$ cat src/rtl/orb_match_pkg.sv
// Shared types for the ORB match record decoder.
// Record widths, phase encoding and the saturating counter helper.
package orb_match_pkg;

  localparam int MATCH_W = 40;
  localparam int HALF_W  = 20;

  typedef enum logic {
    PH_HI = 1'b0,
    PH_LO = 1'b1
  } phase_t;

  typedef struct packed {
    logic               last;
    logic [MATCH_W-1:0] data;
  } match_rec_t;

  function automatic logic [15:0] sat_inc(input logic [15:0] v);
    return (v == 16'hffff) ? v : v + 16'd1;
  endfunction

endpackage

$ cat src/rtl/match_fifo.sv
// First-word-fall-through record FIFO.
// Head word is visible whenever the FIFO is non-empty.
module match_fifo
  import orb_match_pkg::*;
#(
  parameter int DEPTH = 16
) (
  input  logic             clk,
  input  logic             rst,
  input  logic             wr_en,
  input  logic [MATCH_W:0] wr_data,
  output logic             full,
  input  logic             rd_en,
  output logic [MATCH_W:0] rd_data,
  output logic             empty
);

  localparam int AW = $clog2(DEPTH);
  localparam logic [AW:0] FULL_CNT = (AW + 1)'(DEPTH);

  logic [MATCH_W:0] mem [DEPTH];
  logic [AW-1:0]    wp_q;
  logic [AW-1:0]    rp_q;
  logic [AW:0]      cnt_q;
  logic             wr;
  logic             rd;

  assign full  = cnt_q == FULL_CNT;
  assign empty = cnt_q == '0;
  assign wr    = wr_en & ~full;
  assign rd    = rd_en & ~empty;

  // Gate the head so stale memory never shows on an empty FIFO.
  assign rd_data = empty ? '0 : mem[rp_q];

  always_ff @(posedge clk) begin
    if (wr) begin
      mem[wp_q] <= wr_data;
    end
  end

  always_ff @(posedge clk or posedge rst) begin
    if (rst) begin
      wp_q  <= '0;
      rp_q  <= '0;
      cnt_q <= '0;
    end else begin
      if (wr) begin
        wp_q <= wp_q + 1'b1;
      end
      if (rd) begin
        rp_q <= rp_q + 1'b1;
      end
      unique case ({wr, rd})
        2'b10:   cnt_q <= cnt_q + 1'b1;
        2'b01:   cnt_q <= cnt_q - 1'b1;
        default: cnt_q <= cnt_q;
      endcase
    end
  end

endmodule

$ cat src/rtl/axis_match_unpack.sv
// Reassembles 20-bit AXI-Stream halves into 40-bit match records,
// drops idle records and buffers the rest for the PS reader.
module axis_match_unpack
  import orb_match_pkg::*;
#(
  parameter int FIFO_DEPTH = 16,
  parameter int DROP_ZERO  = 1
) (
  input  logic               s_axis_aclk,
  input  logic               s_axis_areset,
  input  logic [31:0]        s_axis_tdata,
  input  logic [3:0]         s_axis_tkeep,
  input  logic               s_axis_tlast,
  input  logic               s_axis_tvalid,
  output logic               s_axis_tready,
  output logic [MATCH_W-1:0] m_match_data,
  output logic               m_match_last,
  output logic               m_match_valid,
  input  logic               m_match_ready,
  input  logic               clr,
  output logic [15:0]        rec_cnt,
  output logic [15:0]        skip_cnt,
  output logic               frame_irq,
  output logic               err_odd
);

  phase_t             ph_q;
  phase_t             ph_d;
  logic               rdy_q;
  logic [HALF_W-1:0]  hi_q;
  logic [MATCH_W-1:0] rec;
  match_rec_t         push_rec;
  match_rec_t         head;
  logic [MATCH_W:0]   head_bits;
  logic               hs;
  logic               keep_ok;
  logic               keep_rec;
  logic               push;
  logic               skip;
  logic               odd;
  logic               latch_hi;
  logic               full;
  logic               empty;
  logic               unused_colour;

  assign unused_colour = ^s_axis_tdata[31:HALF_W];

  // Full only gates the low half, so a held-off reader never loses data.
  assign s_axis_tready = rdy_q & ((ph_q == PH_HI) | ~full);
  assign hs            = s_axis_tvalid & s_axis_tready;
  assign keep_ok       = s_axis_tkeep == 4'hf;
  assign rec           = {hi_q, s_axis_tdata[HALF_W-1:0]};
  assign push_rec      = '{last: s_axis_tlast, data: rec};
  assign keep_rec      = (rec != '0) | (DROP_ZERO == 0) | s_axis_tlast;

  always_ff @(posedge s_axis_aclk or posedge s_axis_areset) begin
    if (s_axis_areset) begin
      ph_q <= PH_HI;
    end else begin
      ph_q <= ph_d;
    end
  end

  always_comb begin
    ph_d     = ph_q;
    push     = 1'b0;
    skip     = 1'b0;
    odd      = 1'b0;
    latch_hi = 1'b0;
    if (hs && keep_ok) begin
      unique case (ph_q)
        PH_HI: begin
          if (s_axis_tlast) begin
            odd = 1'b1;
          end else begin
            latch_hi = 1'b1;
            ph_d     = PH_LO;
          end
        end
        PH_LO: begin
          ph_d = PH_HI;
          push = keep_rec;
          skip = ~keep_rec;
        end
        default: ph_d = PH_HI;
      endcase
    end
  end

  always_ff @(posedge s_axis_aclk or posedge s_axis_areset) begin
    if (s_axis_areset) begin
      rdy_q     <= 1'b0;
      hi_q      <= '0;
      rec_cnt   <= '0;
      skip_cnt  <= '0;
      frame_irq <= 1'b0;
      err_odd   <= 1'b0;
    end else begin
      rdy_q     <= 1'b1;
      frame_irq <= hs & s_axis_tlast;
      if (latch_hi) begin
        hi_q <= s_axis_tdata[HALF_W-1:0];
      end
      if (clr) begin
        rec_cnt  <= '0;
        skip_cnt <= '0;
        err_odd  <= 1'b0;
      end else begin
        if (push) begin
          rec_cnt <= sat_inc(rec_cnt);
        end
        if (skip) begin
          skip_cnt <= sat_inc(skip_cnt);
        end
        if (odd) begin
          err_odd <= 1'b1;
        end
      end
    end
  end

  match_fifo #(
    .DEPTH(FIFO_DEPTH)
  ) u_fifo (
    .clk    (s_axis_aclk),
    .rst    (s_axis_areset),
    .wr_en  (push),
    .wr_data(push_rec),
    .full   (full),
    .rd_en  (m_match_ready),
    .rd_data(head_bits),
    .empty  (empty)
  );

  assign head          = match_rec_t'(head_bits);
  assign m_match_data  = head.data;
  assign m_match_last  = head.last;
  assign m_match_valid = ~empty;

endmodule

$ cat config.mk
export PLATFORM = sky130hd
export DESIGN_NAME = axis_match_unpack
export DESIGN_NICKNAME = d
export VERILOG_FILES = /design/src/rtl/orb_match_pkg.sv /design/src/rtl/match_fifo.sv /design/src/rtl/axis_match_unpack.sv
export SDC_FILE = /design/constraint.sdc
export NUM_CORES = 1
export LEC_CHECK = 0
export ABC_CLOCK_PERIOD_IN_PS = 14800
export CAP_MARGIN = 20
export CORE_MARGIN = 10
export CORE_UTILIZATION = 65
export CTS_CLUSTER_DIAMETER = 60
export DETAILED_ROUTE_END_ITERATION = 6
export PLACE_DENSITY = 0.88
export REMOVE_ABC_BUFFERS = 1
export SYNTH_ARGS = -nofsm -noshare
export SYNTH_HDL_FRONTEND = slang
export SYNTH_SLANG_ARGS = --single-unit
$ cat constraint.sdc
create_clock -name s_axis_aclk -period 14.8 [get_ports s_axis_aclk]
set_clock_uncertainty 0.05 [all_clocks]
set_input_delay 2.96 -clock s_axis_aclk [delete_from_list [all_inputs] [get_ports s_axis_aclk]]
set_output_delay 2.96 -clock s_axis_aclk [all_outputs]
set_load 0.05 [all_outputs]
==> results of run 1 <==
layout by cell type, fill, tap and decap left out, types with 5 or more instances in the layout:
| master | instances |
|---|---|
| clkinv_2 | 8 |
| mux2_2 | 31 |
| nand2_1 | 14 |
| ha_1 | 11 |
| and4_2 | 8 |
| nor4_1 | 13 |
| clkbuf_16 | 76 |
| inv_1 | 12 |
| nor2_1 | 20 |
| nor3_1 | 8 |
| xor2_1 | 7 |
| o21ai_0 | 11 |
| or4_1 | 14 |
| mux4_2 | 205 |
| buf_4 | 24 |
| clkbuf_1 | 20 |
| xnor2_1 | 5 |
| clkinv_1 | 5 |
| clkdlybuf4s50_1 | 106 |
| o31ai_1 | 12 |
| edfxtp_1 | 656 |
| dfrtp_1 | 65 |
| bufinv_16 | 6 |
| clkbuf_8 | 8 |
| nand3_1 | 15 |
| and3_1 | 6 |
| a21oi_1 | 23 |
| and2_1 | 46 |
| or3_1 | 8 |
| nor2b_1 | 10 |
| nand4_1 | 15 |
flip-flops by register name, summed over array words and instances, names as in the netlist:
signal        flops
u_fifo.cnt_q      5
skip_cnt         16
u_fifo.mem      656
hi_q             20
rec_cnt          16
rdy_q             1
u_fifo.rp_q       4
ph_q              1
u_fifo.wp_q       4
err_odd           1
frame_irq         1
kinds of logic after synthesis:
logic type | share of synthesized area
compound gates | 0.0135
xor+xnor | 0.00367
fa+ha+maj | 0.00480
buf+inv | 0.0146
flops | 0.748
mux | 0.174
other cells | 0.000131
simple gates | 0.0422
worst max-delay path, cell delays in order (launching register included):
cell and delay [ps]:
dfrtp_4 1070, buf_12 810, mux4_2 650, mux4_2 530, and2_1 180, clkdlybuf4s50_1 710
power groups by stage:
stage	Combinational [mW]	Sequential [mW]	Clock, mW
floorplan	1.41	2.56	0
global placement	1.77	2.49	0
detailed placement	1.80	2.50	0
CTS	1.85	2.46	1.89
global route	1.96	2.45	1.97
finish	1.88	2.44	1.88
worst paths after layout:
kind	startpoint	to	cells past startpoint
setup / recovery	u_fifo.rp_q[0]	m_match_data[19]	5
setup reg to reg	hi_q[10]	u_fifo.cnt_q[4]	14
min in group asynchronous	s_axis_areset	hi_q[0]	3
hold / removal	err_odd	err_odd	2
hold reg to reg	err_odd	err_odd	2
max in group asynchronous	s_axis_areset	u_fifo.rp_q[1]	4
Yosys cell counts (all sizes together), types with 3 or more instances:
master and n:
nor2b 10, nand2b 5, o21ai 12, nor4 17, or3 8, o211ai 3
xor2 7, o31ai 12, nor3 10, a21oi 23, xnor2 5, nor4b 4
and3 6, nor2 20, nand3 15, or4 14, nand2 14, ha 11
and4 9, clkbuf 35, edfxtp 656, and2 50, nand4 15, dfrtp 69
buf 38, inv 13, mux2 31, mux4 205, a31oi 3
final cells by class:
| class | instances | area, um^2 | share of cell area |
|---|---|---|---|
| well taps | 585 | 732 | 0.0223 |
| clock buffers | 104 | 2090 | 0.0636 |
| multi-input cells | 521 | 6870 | 0.209 |
| flip-flops and latches | 725 | 21400 | 0.653 |
| repair buffers | 134 | 1340 | 0.0407 |
| clock inverters | 27 | 323 | 0.00983 |
| inverters | 13 | 50.0 | 0.00152 |
metal layers:
metal	global-route usage	part of all wire	vias up
met2	0.444	0.51	1235
met5	0	0	-
met4	0.117	0.037	0
met1	0.355	0.35	7968
li1	-	-	5848
met3	0.0639	0.11	184
==> results.toml, run 1 <==
[final_layout]
area_growth_pct = 14.6
drive_gt1_frac = 0.264
nets = 1519
fillCellCount = 2189
final_cell_count_no_fill = 2109
fin_util = 0.757
antennaDiodeCount = 0
finalInstanceArea_mm2 = 0.0328

[clock_network]
cts-root-buf = "clkbuf_16"
postCtsHoldBufs = 0
path_clk_slew_ps = 60
cts_buffers = 71
cts_setup_buffers = 0
clkSinkCount = 725
cts_tree = "done"
clock_insertion_delay_worst_skew_ps = 610
cts.htree.levels = 3
clockBufferDepth = 3
post_cts.resized_instances = 0

[critical_path]
rrSetupSlack_ps = 10420
arrival_ps = 4640
worstSetupPathType = "reg -> out"
worstPathRequired_ps = 11790
critPathCaptureType = "output port"
worstSetupStartpointType = "register"
cp_max_fo = 122

[power_and_ir_drop]
p_seq_frac = 0.394
power_frac_comb = 0.303
p_sw_frac = 0.315
fin_total_pwr_mw = 6.19
p_leak_nw = 10.6
p_per_area_mw_per_mm2 = 189
internal_power_mw = 4.24
peakVddDrop_mv = 0.165
clkPwrFrac = 0.303
p_sw_mw = 1.95

[sta]
hold_viol_final = 0
finalCritPeriodShare = 0.517
fmax_ghz = 0.131
slew_headroom = 0.355
hold_ws_ps = 476
setup_tns_ps = 0
final.min_clock_period_ps = 7650
rsz0062_at_grt = "no"
setup_viol = 0
tightest_slew_ps = 968
final-max-slew-violation-count = 0
fin_ws_ps = 7150

[route]
drt_wl_total_um = 73100
remaining_drc_errors = 0
vias_per_cell = 7.22
ant_nets = 0
vias = 15235
wl_per_cell_um = 34.7
firstDrtPassIters = 5
drt_iter0_markers = 2179

[synth]
postSynth.asyncResetShare = 0.0952
ys.flop_type = "edfxtp_1"
synth.top_cells.by_area = "edfxtp_1 69%, mux4_2 16%, dfrtp_1 6.0%"
synth_top_area_share = 0.687
yosysWarnings = 0
yosys.area.top_type = "edfxtp_1"
ys_seq_area_frac = 0.748
avgSynthCellArea_um2 = 21.5
synth_edf_count = 656
synth_cell_type_count = 46
syn_area_mm2 = 0.0287
synthCells = 1332
ys_ff_latch = 725

[global_routing]
antenna_found_initial = 0
grt_pass1_vias = 15816
grt_pass1_wl_um = 106000
grt_start_max_net_pins = 123
grt_usage = 0.274
gr-total-overflow = 0

[floorplan]
die_area_mm2 = 0.0529
row_count = 76
coreArea_mm2 = 0.0434
die_w_um = 230
die_h_um = 230
num_io_pins = 119
start_util = 0.661

[placed_design]
hpwl_um = 33400
place.gp.congestion = 0.812
dpl_cell_area_mm2 = 0.0304
dp_cells = 1975
numPortBuffers = 106
dp_slack_ps = 7490

[min_path]
hold_path_class = "reg -> reg"

[flow_run]
max_cap_violations = 0

[status]
run_status = "finished, final reports clean"
No activity file was read; power rests on OpenSTA's default activity.
==> run 2, diff against run 1 <==
--- a/config.mk
+++ b/config.mk
@@ -5,13 +5,13 @@
 export SDC_FILE = /design/constraint.sdc
 export NUM_CORES = 1
 export LEC_CHECK = 0
-export ABC_CLOCK_PERIOD_IN_PS = 14800
+export ABC_CLOCK_PERIOD_IN_PS = 7630
 export CAP_MARGIN = 20
 export CORE_MARGIN = 10
-export CORE_UTILIZATION = 65
+export CORE_UTILIZATION = 60
 export CTS_CLUSTER_DIAMETER = 60
 export DETAILED_ROUTE_END_ITERATION = 6
-export PLACE_DENSITY = 0.88
+export PLACE_DENSITY = 0.82
 export REMOVE_ABC_BUFFERS = 1
 export SYNTH_ARGS = -nofsm -noshare
 export SYNTH_HDL_FRONTEND = slang
==> constraint.sdc (replaced) <==
create_clock -name s_axis_aclk -period 7.63 [get_ports s_axis_aclk]
set_clock_uncertainty 0.05 [all_clocks]
set_input_delay 1.526 -clock s_axis_aclk [delete_from_list [all_inputs] [get_ports s_axis_aclk]]
set_output_delay 1.526 -clock s_axis_aclk [all_outputs]
set_load 0.05 [all_outputs]
==> run 2 against run 1 <==
Non-clock buffer count unchanged. Utilization down 6.1 points. Clock power up 100%. Worst hold slack better by 14 ps.
==> results.toml, run 2 (same netlist as run 1, synthesis figures left out) <==
[route]
remaining_drc_errors = 0
ant_nets = 0
vias_per_cell = 6.79
wl_met3_um = 6610
wl_per_cell_um = 31.7
dr_wl_met2_um = 34800
vias = 14525
wl_met1_um = 24800
drt_iter0_markers = 1678
firstDrtPassIters = 6
drt_wl_total_um = 67900
top_layer = "met5"

[sta]
final-max-slew-violation-count = 0
finalCritPeriodShare = 0.762
hold_ws_ps = 490
final.min_clock_period_ps = 5810
rsz0062_at_grt = "no"
tightest_slew_ps = 1160
hold_viol_final = 0
slew_headroom = 0.228
setup_tns_ps = 0
fmax_ghz = 0.172
setup_viol = 0
fin_ws_ps = 1820

[final_layout]
drive_gt1_frac = 0.272
reg_top3 = "u_fifo.mem: 656 flops, hi_q: 20 flops"
largest_reg_flops = 656
final_cell_count_no_fill = 2140
fin_util = 0.696
final_common_cell = "edfxtp_1"
final_cell_mix = "656 x edfxtp_1, 205 x mux4_2, 106 x clkdlybuf4s50_1"
largest-register = "u_fifo.mem"
nets = 1520
area_growth_pct = 15.2

[clock_network]
clkSinkCount = 725
path_clk_slew_ps = 70
postCtsHoldBufs = 0
cts.htree.levels = 3
clock_insertion_delay_worst_skew_ps = 600
cts_buffers = 72
cts_setup_buffers = 0
cts_tree = "done"
cts-root-buf = "clkbuf_16"
clockBufferDepth = 3
post_cts.resized_instances = 0

[critical_path]
cp_common_cell = "mux4_2"
critPathCaptureType = "output port"
critPathMaxStageDelay_ps = 1060
worstSetupPathType = "reg -> out"
rrSetupSlack_ps = 3300
cp_max_fo = 63
arrival_ps = 4240
slowest_stage = "dfrtp_4"
critical_path.cell_chain = "buf_4 > mux4_2 > mux4_2 > and2_1 > clkdlybuf4s50_1"
worstSetupStartpointType = "register"
worstPathRequired_ps = 6050

[placed_design]
place.gp.congestion = 0.837
dp_cells = 2007
hpwl_um = 31900
numPortBuffers = 106
dp_slack_ps = 1750

[floorplan]
start_util = 0.604
num_io_pins = 119
die_h_um = 239
row_count = 80
coreArea_mm2 = 0.0474
die_w_um = 239
die_area_mm2 = 0.0569

[flow_run]
max_cap_violations = 0

[global_routing]
grt_start_max_net_pins = 70
grt_usage = 0.244
antenna_found_initial = 3
grt_pass1_vias = 15212
gr-total-overflow = 0
grt_pass1_wl_um = 101000

[status]
run_status = "finished, final reports clean"

[power_and_ir_drop]
p_per_area_mw_per_mm2 = 367
p_leak_nw = 10.7
peakVddDrop_mv = 0.224

[min_path]
hold_path_class = "reg -> reg"
-- run 2: cell types whose count changed in the layout (fill, tap and decap cells not counted), sizes merged --
cell and delta:
diode +1, clkinvlp +3, clkinv +3, bufinv +6, clkbuf -12
-- run 2: layout make-up --
type,instances,area (um^2)
antenna,1,2.50
clock buffer,92,2020
clock inverter,39,534
fill,2747,14400
inverter,13,50.0
multi-input combinational,521,6870
sequential,725,21400
tap,615,769
timing repair buffer,134,1330
-- run 2: final timing paths --
check	from	to	depth (start not counted)
min in group asynchronous	s_axis_areset	rec_cnt[11]	3
setup / recovery	u_fifo.rp_q[1]	m_match_data[2]	5
hold / removal	err_odd	err_odd	2
max in group asynchronous	s_axis_areset	u_fifo.rp_q[3]	4
hold reg to reg	err_odd	err_odd	2
setup reg to reg	hi_q[10]	u_fifo.cnt_q[4]	14
-- run 2: critical path, delay by kind of cell, from the launching register on --
kind | cells | cell delay (ps)
buf+inv | 2 | 1430
flops | 1 | 1060
simple gates | 1 | 190
mux | 2 | 930
-- run 2: power by group --
group	total [mW]	switching, mW	internal (mW)	leakage [nW]
Combinational	3.56	1.88	1.68	2.58
Clock	3.80	1.51	2.29	1.24
Sequential	4.75	0.325	4.43	6.87
-- run 2: per-stage QoR --
| step | instance area [um^2] | power [mW] |
|---|---|---|
| 5_1_grt | 33000 | 12.5 |
| 3_3_place_gp | 30400 | 8.32 |
| 4_1_cts | 33000 | 12.2 |
| 3_5_place_dp | 30400 | 8.38 |
| 2_1_floorplan | 28300 | 7.69 |
| 6_report | 33000 | 12.1 |
-- run 2: per-layer routing --
metal | global-route usage | vias up
met2 | 0.405 | 927
met5 | 0 | -
met4 | 0.0827 | 4
li1 | - | 5846
met1 | 0.318 | 7620
met3 | 0.0505 | 128
==> run 3, diff against run 2 <==
--- a/config.mk
+++ b/config.mk
@@ -5,7 +5,7 @@
 export SDC_FILE = /design/constraint.sdc
 export NUM_CORES = 1
 export LEC_CHECK = 0
-export ABC_CLOCK_PERIOD_IN_PS = 7630
+export ABC_CLOCK_PERIOD_IN_PS = 5950
 export CAP_MARGIN = 20
 export CORE_MARGIN = 10
 export CORE_UTILIZATION = 60
==> constraint.sdc (replaced) <==
create_clock -name s_axis_aclk -period 5.95 [get_ports s_axis_aclk]
set_clock_uncertainty 0.05 [all_clocks]
set_input_delay 1.19 -clock s_axis_aclk [delete_from_list [all_inputs] [get_ports s_axis_aclk]]
set_output_delay 1.19 -clock s_axis_aclk [all_outputs]
set_load 0.05 [all_outputs]
==> run 3 against run 2 <==
Global-route usage decreased by 0.16 points. Count of clock-buffer cells in the layout is 15 higher. Critical endpoint is now m_match_data[25]. Final area down 0.12%. Sequential share of layout area is 0.076 points higher. Combinational power grew 31%. Setup slack lost 1000 ps.
==> results.toml, run 3 (same netlist as run 1, synthesis figures left out) <==
[floorplan]
die_area_mm2 = 0.0569
start_util = 0.604
die_h_um = 239
coreArea_mm2 = 0.0474
row_count = 80
die_w_um = 239
num_io_pins = 119

[placed_design]
dpl_cell_area_mm2 = 0.0306
dp_cells = 2020
place.gp.congestion = 0.844
numPortBuffers = 106
hpwl_um = 32800

[clock_network]
cts.htree.levels = 3
path_clk_slew_ps = 60
post_cts.resized_instances = 0
clockBufferDepth = 3
cts_tree = "done"
postCtsHoldBufs = 0
clock_insertion_delay_worst_skew_ps = 610
clkSinkCount = 725
cts-root-buf = "clkbuf_16"
cts_buffers = 72
cts_setup_buffers = 0

[power_and_ir_drop]
internal_power_mw = 10.5
p_sw_mw = 4.70
power_frac_comb = 0.307
fin_total_pwr_mw = 15.2
clkPwrFrac = 0.295
p_seq_frac = 0.398
peakVddDrop_mv = 0.319
p_per_area_mw_per_mm2 = 460
p_leak_nw = 10.7
p_sw_frac = 0.310

[sta]
setup_tns_ps = 0
finalCritPeriodShare = 0.866
final.min_clock_period_ps = 5150
hold_viol_final = 0
rsz0062_at_grt = "no"
tightest_slew_ps = 1110
final-max-slew-violation-count = 0
fmax_ghz = 0.194
setup_viol = 0
slew_headroom = 0.257

[critical_path]
arrival_ps = 3910
worstSetupPathType = "reg -> out"
cp_max_fo = 54
worstPathRequired_ps = 4710
worstSetupStartpointType = "register"
critPathCaptureType = "output port"

[route]
vias = 14652
firstDrtPassIters = 5
vias_per_cell = 6.81
drt_iter0_markers = 1723
remaining_drc_errors = 0
wl_per_cell_um = 31.6
ant_nets = 0
drt_wl_total_um = 68000

[final_layout]
largest-register = "u_fifo.mem"
final_cell_count_no_fill = 2153
drive_gt1_frac = 0.266
final_cell_mix = "656 x edfxtp_1, 205 x mux4_2, 106 x clkdlybuf4s50_1"
finalInstanceArea_mm2 = 0.0330
largest_reg_flops = 656
fin_util = 0.695
final_common_cell = "edfxtp_1"
nets = 1534
reg_top3 = "u_fifo.mem: 656 flops, hi_q: 20 flops"
area_growth_pct = 15.1

[global_routing]
grt_pass1_vias = 15514
gr-total-overflow = 0
antenna_found_initial = 1
grt_start_max_net_pins = 66
grt_pass1_wl_um = 101000
grt_usage = 0.242

[flow_run]
max_cap_violations = 0

[status]
run_status = "finished, final reports clean"

[min_path]
hold_path_class = "reg -> reg"
==> run 3: cell count changes in the layout (fill, tap and decap cells not counted), moves of 6 or more <==
cell and change:
clkbuf_1 +15, buf_12 +7, buf_4 +7, clkinvlp_4 -6
bufinv_16 -8
==> run 3: path summary, 6_finish.rpt <==
check / from / to / slack [ps] / depth (start not counted)
min in group asynchronous: s_axis_areset / hi_q[0] / 1030 / 2
max in group asynchronous: s_axis_areset / u_fifo.rp_q[3] / 3730 / 3
worst min register to register: err_odd / err_odd / 490 / 2
worst max-delay path: u_fifo.rp_q[0] / m_match_data[25] / 800 / 5
worst min-delay path: err_odd / err_odd / 490 / 2
worst max register to register: hi_q[8] / u_fifo.cnt_q[4] / 1970 / 13
==> run 3: worst max-delay path, cell delays in order (launching register included) <==
cell and delay (ps):
dfrtp_4 810, buf_12 450, mux4_2 590, mux4_2 540, and2_1 180, clkdlybuf4s50_1 700
==> run 3: final cells by class <==
class / instances / area, um^2
fillers: 2750 / 14500
repair buffers: 148 / 1520
flip-flops and latches: 725 / 21400
inverters: 13 / 50.0
well taps: 615 / 769
clock inverters: 23 / 229
multi-input cells: 521 / 6870
diodes: 1 / 2.50
clock buffers: 107 / 2100
==> run 3: layer usage <==
metal	track usage	vias up	share of wire
li1	-	5867	-
met1	0.317	7719	0.37
met2	0.395	926	0.51
met3	0.0584	140	0.096
met4	0.0819	0	0.026
met5	0	-	0
==> run 3: metrics by stage <==
stage               setup slack, ps  hold WS [ps]
floorplan                     -3070           450
global placement                955           476
detailed placement              665           480
CTS                             708           496
global route                    608           514
finish                          800           491
==> run 3: power by group through the flow <==
stage / Sequential (mW) / Clock [mW] / Combinational, mW
detailed placement: 6.14 / 0 / 4.64
finish: 6.05 / 4.48 / 4.66
floorplan: 6.36 / 0 / 3.49
CTS: 6.04 / 4.52 / 4.72
global route: 6.07 / 4.68 / 4.88
global placement: 6.12 / 0 / 4.59
